File: src/rtl/ps2_keyboard_receiver_pkg.sv
// ---------------------------------------------------------------------------
// ps2_keyboard_receiver_pkg
// Shared definitions for the PS/2 keyboard receiver: frame FSM state
// encodings, PS/2 frame constants, scan-code prefix bytes, the payload
// struct held by the output register and a parity helper.
// No ports (package).
// ---------------------------------------------------------------------------
package ps2_keyboard_receiver_pkg;

    // Frame FSM state encodings
    localparam logic [1:0] ST_IDLE   = 2'd0;
    localparam logic [1:0] ST_DATA   = 2'd1;
    localparam logic [1:0] ST_PARITY = 2'd2;
    localparam logic [1:0] ST_STOP   = 2'd3;

    // PS/2 frame constants
    localparam int unsigned DATA_BITS = 8;
    localparam logic        START_BIT = 1'b0;
    localparam logic        STOP_BIT  = 1'b1;

    // Scan-code set 2 prefix bytes
    localparam logic [7:0] PREFIX_EXTENDED = 8'hE0;
    localparam logic [7:0] PREFIX_BREAK    = 8'hF0;

    // One entry of the holding register as seen by the consumer
    typedef struct packed {
        logic       isBreak;
        logic       isExtended;
        logic [7:0] code;
    } scanEvent_t;

    // Odd parity: data plus parity bit must hold an odd number of ones
    function automatic logic oddParityOk(input logic [7:0] data, input logic parity);
        return ^{data, parity};
    endfunction

    // True for the bytes that only qualify the following scan code
    function automatic logic isPrefixByte(input logic [7:0] data);
        return (data == PREFIX_EXTENDED) || (data == PREFIX_BREAK);
    endfunction

endpackage

File: src/rtl/ps2_keyboard_receiver_if.sv
// ---------------------------------------------------------------------------
// ps2_keyboard_receiver_if
// Bundles the raw PS/2 lines and the scan-code valid/ack handshake.
//   iPS2_CLK, iPS2_DATA : raw PS/2 lines, asynchronous, idle high
//   iAck                : consumer accepts the held code
//   oScanCode           : held scan code
//   oValid              : oScanCode holds an unconsumed code
//   oBreak, oExtended   : qualifiers for oScanCode
//   oFrameError         : one-cycle pulse when a frame is discarded
//   oOverrun            : sticky, a completed byte was dropped
// Modports: slave = receiver side, master = keyboard/consumer side.
// ---------------------------------------------------------------------------
interface ps2_keyboard_receiver_if;

    logic       iPS2_CLK;
    logic       iPS2_DATA;
    logic       iAck;
    logic [7:0] oScanCode;
    logic       oValid;
    logic       oBreak;
    logic       oExtended;
    logic       oFrameError;
    logic       oOverrun;

    modport slave (
        input  iPS2_CLK,
        input  iPS2_DATA,
        input  iAck,
        output oScanCode,
        output oValid,
        output oBreak,
        output oExtended,
        output oFrameError,
        output oOverrun
    );

    modport master (
        output iPS2_CLK,
        output iPS2_DATA,
        output iAck,
        input  oScanCode,
        input  oValid,
        input  oBreak,
        input  oExtended,
        input  oFrameError,
        input  oOverrun
    );

endinterface

File: src/rtl/ps2_line_filter.sv
// ---------------------------------------------------------------------------
// ps2_line_filter
// Two-flop synchroniser followed by a FILTER_LEN-sample deglitcher for one
// PS/2 line. The filtered level only changes once FILTER_LEN consecutive
// synchronised samples agree, so a raw change appears 2 + FILTER_LEN cycles
// later and shorter glitches are ignored. Everything resets to 1 (idle).
//   Clock        : system clock
//   Reset        : asynchronous, active-high
//   rawLine      : asynchronous PS/2 line
//   filteredLine : synchronised, deglitched line
// ---------------------------------------------------------------------------
module ps2_line_filter #(
    parameter int unsigned FILTER_LEN = 8
) (
    input  logic Clock,
    input  logic Reset,
    input  logic rawLine,
    output logic filteredLine
);

    logic [1:0]            syncStages;
    logic [FILTER_LEN-1:0] history;
    logic [FILTER_LEN-1:0] historyNext;

    // Decide on the post-shift window so the filter adds no extra cycle
    assign historyNext = FILTER_LEN'({history, syncStages[1]});

    always_ff @(posedge Clock or posedge Reset) begin
        if (Reset) begin
            syncStages   <= '1;
            history      <= '1;
            filteredLine <= 1'b1;
        end else begin
            syncStages <= {syncStages[0], rawLine};
            history    <= historyNext;
            if (&historyNext) begin
                filteredLine <= 1'b1;
            end else if (historyNext == '0) begin
                filteredLine <= 1'b0;
            end
        end
    end

endmodule

File: src/rtl/ps2_keyboard_receiver.sv
// ---------------------------------------------------------------------------
// ps2_keyboard_receiver
// PS/2 keyboard front end for the MiniAlu datapath. Filters both PS/2 lines,
// deserialises 11-bit frames (start, 8 data LSB-first, odd parity, stop),
// abandons frames that stall for TIMEOUT_CYCLES and presents each good byte
// through a one-entry holding register with a valid/ack handshake.
//   Clock : system clock (50 MHz datapath domain)
//   Reset : asynchronous, active-high
//   bus   : ps2_keyboard_receiver_if.slave (PS/2 lines, handshake, status)
// Build option: PS2_BREAK_DECODE_EN -- when defined, E0/F0 prefixes are
// absorbed into the oExtended/oBreak qualifiers instead of being loaded.
// ---------------------------------------------------------------------------
module ps2_keyboard_receiver
    import ps2_keyboard_receiver_pkg::*;
#(
    parameter int unsigned FILTER_LEN     = 8,
    parameter int unsigned TIMEOUT_CYCLES = 10000
) (
    input logic                     Clock,
    input logic                     Reset,
    ps2_keyboard_receiver_if.slave  bus
);

    localparam int unsigned TIMER_W = $clog2(TIMEOUT_CYCLES + 1);
    localparam int unsigned COUNT_W = $clog2(DATA_BITS);

    logic                 ps2ClkFilt;
    logic                 ps2DataFilt;
    logic                 ps2ClkPrev;
    logic                 fallEdge;

    logic [1:0]           state;
    logic [1:0]           stateNext;
    logic [COUNT_W-1:0]   bitCount;
    logic [COUNT_W-1:0]   bitCountNext;
    logic [DATA_BITS-1:0] shiftData;
    logic [DATA_BITS-1:0] shiftDataNext;
    logic                 parityBit;
    logic                 parityBitNext;
    logic [TIMER_W-1:0]   timer;
    logic [TIMER_W-1:0]   timerNext;
    logic                 byteDone;
    logic                 frameFault;

    logic                 acceptByte;
    scanEvent_t           loadEvent;
    scanEvent_t           held;
    logic                 heldValid;
    logic                 overrun;
    logic                 frameError;

    // Line conditioning
    ps2_line_filter #(.FILTER_LEN(FILTER_LEN)) u_clkFilter (
        .Clock        (Clock),
        .Reset        (Reset),
        .rawLine      (bus.iPS2_CLK),
        .filteredLine (ps2ClkFilt)
    );

    ps2_line_filter #(.FILTER_LEN(FILTER_LEN)) u_dataFilter (
        .Clock        (Clock),
        .Reset        (Reset),
        .rawLine      (bus.iPS2_DATA),
        .filteredLine (ps2DataFilt)
    );

    // Falling-edge detector on the filtered PS/2 clock
    always_ff @(posedge Clock or posedge Reset) begin
        if (Reset) begin
            ps2ClkPrev <= 1'b1;
        end else begin
            ps2ClkPrev <= ps2ClkFilt;
        end
    end

    assign fallEdge = ps2ClkPrev & ~ps2ClkFilt;

    // Frame FSM and deserialiser state
    always_ff @(posedge Clock or posedge Reset) begin
        if (Reset) begin
            state     <= ST_IDLE;
            bitCount  <= '0;
            shiftData <= '0;
            parityBit <= 1'b0;
            timer     <= '0;
        end else begin
            state     <= stateNext;
            bitCount  <= bitCountNext;
            shiftData <= shiftDataNext;
            parityBit <= parityBitNext;
            timer     <= timerNext;
        end
    end

    // Frame FSM next state, byte completion and fault detection
    always_comb begin
        stateNext     = state;
        bitCountNext  = bitCount;
        shiftDataNext = shiftData;
        parityBitNext = parityBit;
        timerNext     = '0;
        byteDone      = 1'b0;
        frameFault    = 1'b0;

        case (state)
            ST_IDLE: begin
                if (fallEdge) begin
                    if (ps2DataFilt == START_BIT) begin
                        stateNext    = ST_DATA;
                        bitCountNext = '0;
                    end else begin
                        frameFault = 1'b1;
                    end
                end
            end
            ST_DATA: begin
                if (fallEdge) begin
                    shiftDataNext = {ps2DataFilt, shiftData[DATA_BITS-1:1]};
                    bitCountNext  = bitCount + COUNT_W'(1);
                    if (bitCount == COUNT_W'(DATA_BITS - 1)) begin
                        stateNext = ST_PARITY;
                    end
                end
            end
            ST_PARITY: begin
                if (fallEdge) begin
                    parityBitNext = ps2DataFilt;
                    stateNext     = ST_STOP;
                end
            end
            ST_STOP: begin
                if (fallEdge) begin
                    if ((ps2DataFilt == STOP_BIT) && oddParityOk(shiftData, parityBit)) begin
                        byteDone = 1'b1;
                    end else begin
                        frameFault = 1'b1;
                    end
                    stateNext = ST_IDLE;
                end
            end
            default: begin
                stateNext = ST_IDLE;
            end
        endcase

        // Stall watchdog: restarts on every edge while a frame is open
        if (state != ST_IDLE) begin
            if (fallEdge) begin
                timerNext = '0;
            end else if (timer == TIMER_W'(TIMEOUT_CYCLES - 1)) begin
                stateNext  = ST_IDLE;
                frameFault = 1'b1;
                timerNext  = '0;
            end else begin
                timerNext = timer + TIMER_W'(1);
            end
        end
    end

`ifdef PS2_BREAK_DECODE_EN
    logic pendBreak;
    logic pendExtended;

    // Prefix tracking: qualifiers apply to the next non-prefix byte
    always_ff @(posedge Clock or posedge Reset) begin
        if (Reset) begin
            pendBreak    <= 1'b0;
            pendExtended <= 1'b0;
        end else if (frameFault) begin
            pendBreak    <= 1'b0;
            pendExtended <= 1'b0;
        end else if (byteDone) begin
            if (shiftData == PREFIX_EXTENDED) begin
                pendExtended <= 1'b1;
            end else if (shiftData == PREFIX_BREAK) begin
                pendBreak <= 1'b1;
            end else begin
                pendBreak    <= 1'b0;
                pendExtended <= 1'b0;
            end
        end
    end

    // Prefixes never reach the holding register
    always_comb begin
        acceptByte           = byteDone && !isPrefixByte(shiftData);
        loadEvent.code       = shiftData;
        loadEvent.isBreak    = pendBreak;
        loadEvent.isExtended = pendExtended;
    end
`else
    // Raw mode: every byte is loaded, qualifiers stay low
    always_comb begin
        acceptByte           = byteDone;
        loadEvent.code       = shiftData;
        loadEvent.isBreak    = 1'b0;
        loadEvent.isExtended = 1'b0;
    end
`endif

    // One-entry holding register with valid/ack handshake and status flags
    always_ff @(posedge Clock or posedge Reset) begin
        if (Reset) begin
            held       <= '0;
            heldValid  <= 1'b0;
            overrun    <= 1'b0;
            frameError <= 1'b0;
        end else begin
            frameError <= frameFault;
            if (acceptByte && (!heldValid || bus.iAck)) begin
                held      <= loadEvent;
                heldValid <= 1'b1;
            end else if (acceptByte) begin
                overrun <= 1'b1;
            end else if (bus.iAck) begin
                heldValid <= 1'b0;
            end
            // An accepted ack consumes the overrun indication too
            if (bus.iAck && heldValid) begin
                overrun <= 1'b0;
            end
        end
    end

    assign bus.oScanCode   = held.code;
    assign bus.oBreak      = held.isBreak;
    assign bus.oExtended   = held.isExtended;
    assign bus.oValid      = heldValid;
    assign bus.oOverrun    = overrun;
    assign bus.oFrameError = frameError;

endmodule

File: src/flat_wrapper.sv
// flat-port wrapper written by rule: the top's interface ports become plain ports
module ps2_keyboard_receiver_flat import ps2_keyboard_receiver_pkg::*;
#(
    parameter int unsigned FILTER_LEN     = 8,
    parameter int unsigned TIMEOUT_CYCLES = 10000
)
  (Clock, Reset, bus_iPS2_CLK, bus_iPS2_DATA, bus_iAck, bus_oScanCode, bus_oValid, bus_oBreak, bus_oExtended, bus_oFrameError, bus_oOverrun);
  ps2_keyboard_receiver_if bus_i ();
  input logic Clock;
  input logic Reset;
  input wire logic [$bits(bus_i.iPS2_CLK)-1:0] bus_iPS2_CLK;
  input wire logic [$bits(bus_i.iPS2_DATA)-1:0] bus_iPS2_DATA;
  input wire logic [$bits(bus_i.iAck)-1:0] bus_iAck;
  output wire logic [$bits(bus_i.oScanCode)-1:0] bus_oScanCode;
  output wire logic [$bits(bus_i.oValid)-1:0] bus_oValid;
  output wire logic [$bits(bus_i.oBreak)-1:0] bus_oBreak;
  output wire logic [$bits(bus_i.oExtended)-1:0] bus_oExtended;
  output wire logic [$bits(bus_i.oFrameError)-1:0] bus_oFrameError;
  output wire logic [$bits(bus_i.oOverrun)-1:0] bus_oOverrun;
  assign bus_i.iPS2_CLK = bus_iPS2_CLK;
  assign bus_i.iPS2_DATA = bus_iPS2_DATA;
  assign bus_i.iAck = bus_iAck;
  assign bus_oScanCode = bus_i.oScanCode;
  assign bus_oValid = bus_i.oValid;
  assign bus_oBreak = bus_i.oBreak;
  assign bus_oExtended = bus_i.oExtended;
  assign bus_oFrameError = bus_i.oFrameError;
  assign bus_oOverrun = bus_i.oOverrun;
  ps2_keyboard_receiver #(.FILTER_LEN(FILTER_LEN), .TIMEOUT_CYCLES(TIMEOUT_CYCLES)) u_core (.Clock(Clock), .Reset(Reset), .bus(bus_i));
endmodule
File: config.mk
export PLATFORM = sky130hd
export DESIGN_NAME = ps2_keyboard_receiver_flat
export DESIGN_NICKNAME = d
export VERILOG_FILES = /design/src/rtl/ps2_keyboard_receiver_pkg.sv /design/src/rtl/ps2_keyboard_receiver_if.sv /design/src/rtl/ps2_line_filter.sv /design/src/rtl/ps2_keyboard_receiver.sv /design/src/flat_wrapper.sv
export SDC_FILE = /design/constraint.sdc
export NUM_CORES = 1
export LEC_CHECK = 0
export CORE_ASPECT_RATIO = 0.6
export CORE_MARGIN = 4
export CORE_UTILIZATION = 60
export CTS_BUF_LIST = sky130_fd_sc_hd__clkbuf_8
export CTS_CLUSTER_SIZE = 40
export DETAILED_ROUTE_END_ITERATION = 12
export PLACE_DENSITY = 0.79
export SKIP_LAST_GASP = 1
export SYNTH_ARGS = -nofsm -noshare
export SYNTH_HDL_FRONTEND = slang
export SYNTH_SLANG_ARGS = --single-unit
File: constraint.sdc
create_clock -name Clock -period 2.1 [get_ports Clock]
set_input_delay 0.42 -clock Clock [delete_from_list [all_inputs] [get_ports Clock]]
set_output_delay 0.42 -clock Clock [all_outputs]
set_load 0.05 [all_outputs]
==> results of run 1 <==
==> cell families after synthesis <==
kind of cell,after synthesis
XOR/XNOR,19
buffers and inverters,13
AO/OA/AOI/OAI,25
AND/OR/NAND/NOR,69
other,1
flip-flops,60
adder cells (fa/ha/maj),7
multiplexers,18
==> how the worst max path moves through the flow <==
stage	cells past startpoint	slack, ns	endpoint	startpoint
global route	1	0.1	bus_oValid	u_core.bus.oValid$_DFFE_PP0P_
CTS	1	0.13	bus_oValid	u_core.bus.oValid$_DFFE_PP0P_
finish	1	0.15	bus_oValid	u_core.bus.oValid$_DFFE_PP0P_
global placement	5	0.28	u_core.bus.oScanCode[6]$_DFFE_PP0P_	u_core.shiftData[2]$_DFFE_PP0P_
detailed placement	5	0.19	u_core.bus.oScanCode[7]$_DFFE_PP0P_	u_core.shiftData[2]$_DFFE_PP0P_
floorplan	1	0.23	u_core.bitCount[0]$_DFFE_PP0P_	Reset
==> power by group through the flow <==
stage / registers [W] / logic [W] / clock network, W
floorplan: 0.00129 / 0.000243 / 0
global placement: 0.00129 / 0.000288 / 0
detailed placement: 0.00130 / 0.000312 / 0
CTS: 0.00128 / 0.000314 / 0.00110
global route: 0.00129 / 0.000351 / 0.00116
finish: 0.00129 / 0.000314 / 0.00107
==> metrics by stage <==
step                      std cells  setup slack, ns  cell area (sq um)  util, %
after CTS                       300           0.1302               3007    72.95
after global placement          284           0.2833               2799    67.91
after global routing            300          0.09637               3007    72.95
final                           300           0.1538               3007    72.95
after detailed placement        284           0.1864               2799    67.91
after floorplan                 213           0.2301               2572        -
==> cell usage after synthesis (all sizes together) <==
master   n
and4     3
nand2b   2
and2     1
nor2b    1
mux2    17
dfrtp   39
dfstp   21
xnor2   12
xor2     6
nor4     2
a21oi    6
nor3     3
o41ai    3
buf      2
ha       7
o22ai    1
nor4bb   1
a22oi    4
nand3    6
nand4    4
o21a     2
xnor3    1
nand2   17
and3     2
inv      6
o21ai    8
conb     1
a211oi   1
nor2    23
clkbuf   5
mux2i    1
nand3b   2
or4      2
==> state kept, by name, summed over array words and instances, names as in the netlist <==
name	flops
u_core.state	2
u_core.ps2ClkPrev	1
u_core.bitCount	3
u_core.u_dataFilter.filteredLine	1
u_core.u_clkFilter.history	7
u_core.bus.oFrameError	1
u_core.u_dataFilter.history	7
u_core.shiftData	8
u_core.u_clkFilter.filteredLine	1
u_core.bus.oScanCode	8
u_core.bus.oOverrun	1
u_core.timer	14
u_core.u_clkFilter.syncStages	2
u_core.parityBit	1
u_core.u_dataFilter.syncStages	2
u_core.bus.oValid	1
==> cell type report <==
cell class | count | area (sq um) | area share, %
clock buffer | 9 | 123.9 | 4.120
inverter | 6 | 22.52 | 0.7491
clock inverter | 7 | 83.83 | 2.788
timing repair buffer | 18 | 185.2 | 6.159
tap | 60 | 75.07 | 2.497
sequential | 60 | 1528 | 50.81
multi-input combinational | 140 | 988.4 | 32.88
==> metal layers <==
layer,vias up,global-route usage [%],wire [um]
li1,776,-,-
met1,806,26.44,2102
met2,62,30.10,2254
met3,8,7.663,254
met4,0,9.091,53
met5,-,0,0
==> impl_metrics.tcl, run 1 <==
set metrics [dict create \
    endpoint_kind "output pin" \
    required_ns 1.68 \
    first_global_vias 1663 \
    synthCells 212 \
    worst_pin_slew_ns 0.5098 \
    htree_levels 3 \
    powerDensity_mw_per_mm2 889.4 \
    start_kind "register" \
    synth_xor_xnor_area_share_pct 7.306 \
    clockRootBuffer "clkbuf_8" \
    drt-wirelength-per-cell_um 15.55 \
    wl_mm 4.664 \
    layout-drive-gt1-share_pct 24.17 \
    r2r_start "u_core.shiftData[2]$_DFFE_PP0P_" \
    grt_pass1_wl_mm 8.010 \
    synthAdderAreaFrac_pct 3.410 \
    n_antenna_cell 0 \
    synth_top_family_by_area "simple AND/OR/NAND/NOR gates" \
    floorplan.initialDensity_pct 62.33 \
    cp_slowest_cell "clkdlybuf4s50_1" \
    hpwl_mm 3.282 \
    crit_arrival_ns 1.53 \
    path_max_fanout 4 \
    post-route-period-util_pct 92.67 \
    grt_remaining_overflow 0 \
    dr.pass1.iters 4 \
    yosysTopAreaCellShare_pct 37.99 \
    globalRouteTotalUtil_pct 20.09 \
    synthTopCellsByArea "dfrtp_1 (38%), dfstp_2 (21%), mux2_2 (7.5%), xnor2_1 (3.8%), ha_1 (3.4%)" \
    die_area_sq_mm 0.005426 \
    ys_seq_area_share_pct 59.47 \
    fmax_mhz 513.8 \
    swShare_pct 25.09 \
    status "completed" \
    cts_resized 0 \
    die_h_um 58.68 \
    p_int_w 0.002003 \
    reg2reg_slack_ns 0.18 \
    drt-initial-drc-count 91 \
    clk_pin_slew_ns 0.06 \
    fin_tns_setup_ns 0 \
    synthMuxAreaShare_pct 7.842 \
    fillCellCount 267 \
    synth_cell_types 35 \
    hp-start "u_core.u_dataFilter.syncStages[0]$_DFF_PP1_" \
    drc_errors 0 \
    rows 18 \
    grt_max_degree 61 \
    synth_area_sq_mm 0.002569 \
    drv_slew 0 \
    vias 1652 \
    hp-class "register to register" \
    crit_family "buffers and inverters" \
    setup_viol 0 \
    synthToLayoutAreaGrowth_pct 17.05 \
    die_w_um 92.47 \
    mostFrequentLayoutCell "dfrtp_1" \
    numPortBuffers 15 \
    crit_chain "clkdlybuf4s50_1" \
    cts-buffers-inserted 9 \
    slew_headroom_pct 65.91 \
    synthSimpleGateAreaFrac_pct 13.59 \
    min_path_cells 0 \
    hold_end "u_core.u_dataFilter.syncStages[1]$_DFF_PP1_" \
    p_leak_nw 1.335 \
    holdWs_ns 0.3571 \
    post_cts_buffers 0 \
    clk_latency_ns 0.33 \
    synth_compound_area_share_pct 6.040 \
    power_frac_seq_pct 48.1 \
    max_cap_viol_count 0 \
    ios 18 \
    fin_skew_ns 0.01071 \
    synth.largest_area_cell "dfrtp_1" \
    p_total_w 0.002674 \
    cts_tree "yes" \
    rr_endpoint "u_core.bus.oScanCode[7]$_DFFE_PP0P_" \
    timing.final.crit_period_ns 1.946 \
    cts_sinks 60 \
    hold_violations 0 \
    vias_per_cell 5.507 \
    p_clk_share_pct 40.1 \
    ys_ff_latch 60 \
    fin_nets 247 \
    peakVddDrop_mv 0.5477 \
    place_congestion 0.8173 \
    critPathBufInv 1 \
    layout_common_cells "dfrtp_1 (39), nor2_1 (23), dfstp_2 (21)" \
    hold_buffers 0 \
    core_sq_mm 0.004121 \
    yosysWarnings 0 \
    pwr-share-comb_pct 11.8 \
    clock_path_buffers 2 \
    postSynthAreaPerCell_sq_um 12.12 \
    crit_type "register to output pin" \
    ant_nets 0 \
    ff2ff_path_depth 5 \
    rsz0062_at_grt "false" \
    antenna_found_initial 0 \
    switchingPower_w 0.0006709 \
    cp_slowest_stage_delay_ns 0.82 \
]
Note: power is estimated with default switching activity, not from simulation.
==> run 2: changes to the inputs <==
--- a/config.mk
+++ b/config.mk
@@ -9,7 +9,6 @@
 export CORE_MARGIN = 4
 export CORE_UTILIZATION = 60
 export CTS_BUF_LIST = sky130_fd_sc_hd__clkbuf_8
-export CTS_CLUSTER_SIZE = 40
 export DETAILED_ROUTE_END_ITERATION = 12
 export PLACE_DENSITY = 0.79
 export SKIP_LAST_GASP = 1
==> results of run 2 <==
Final layout, timing and power as in run 1 (identical DEF).
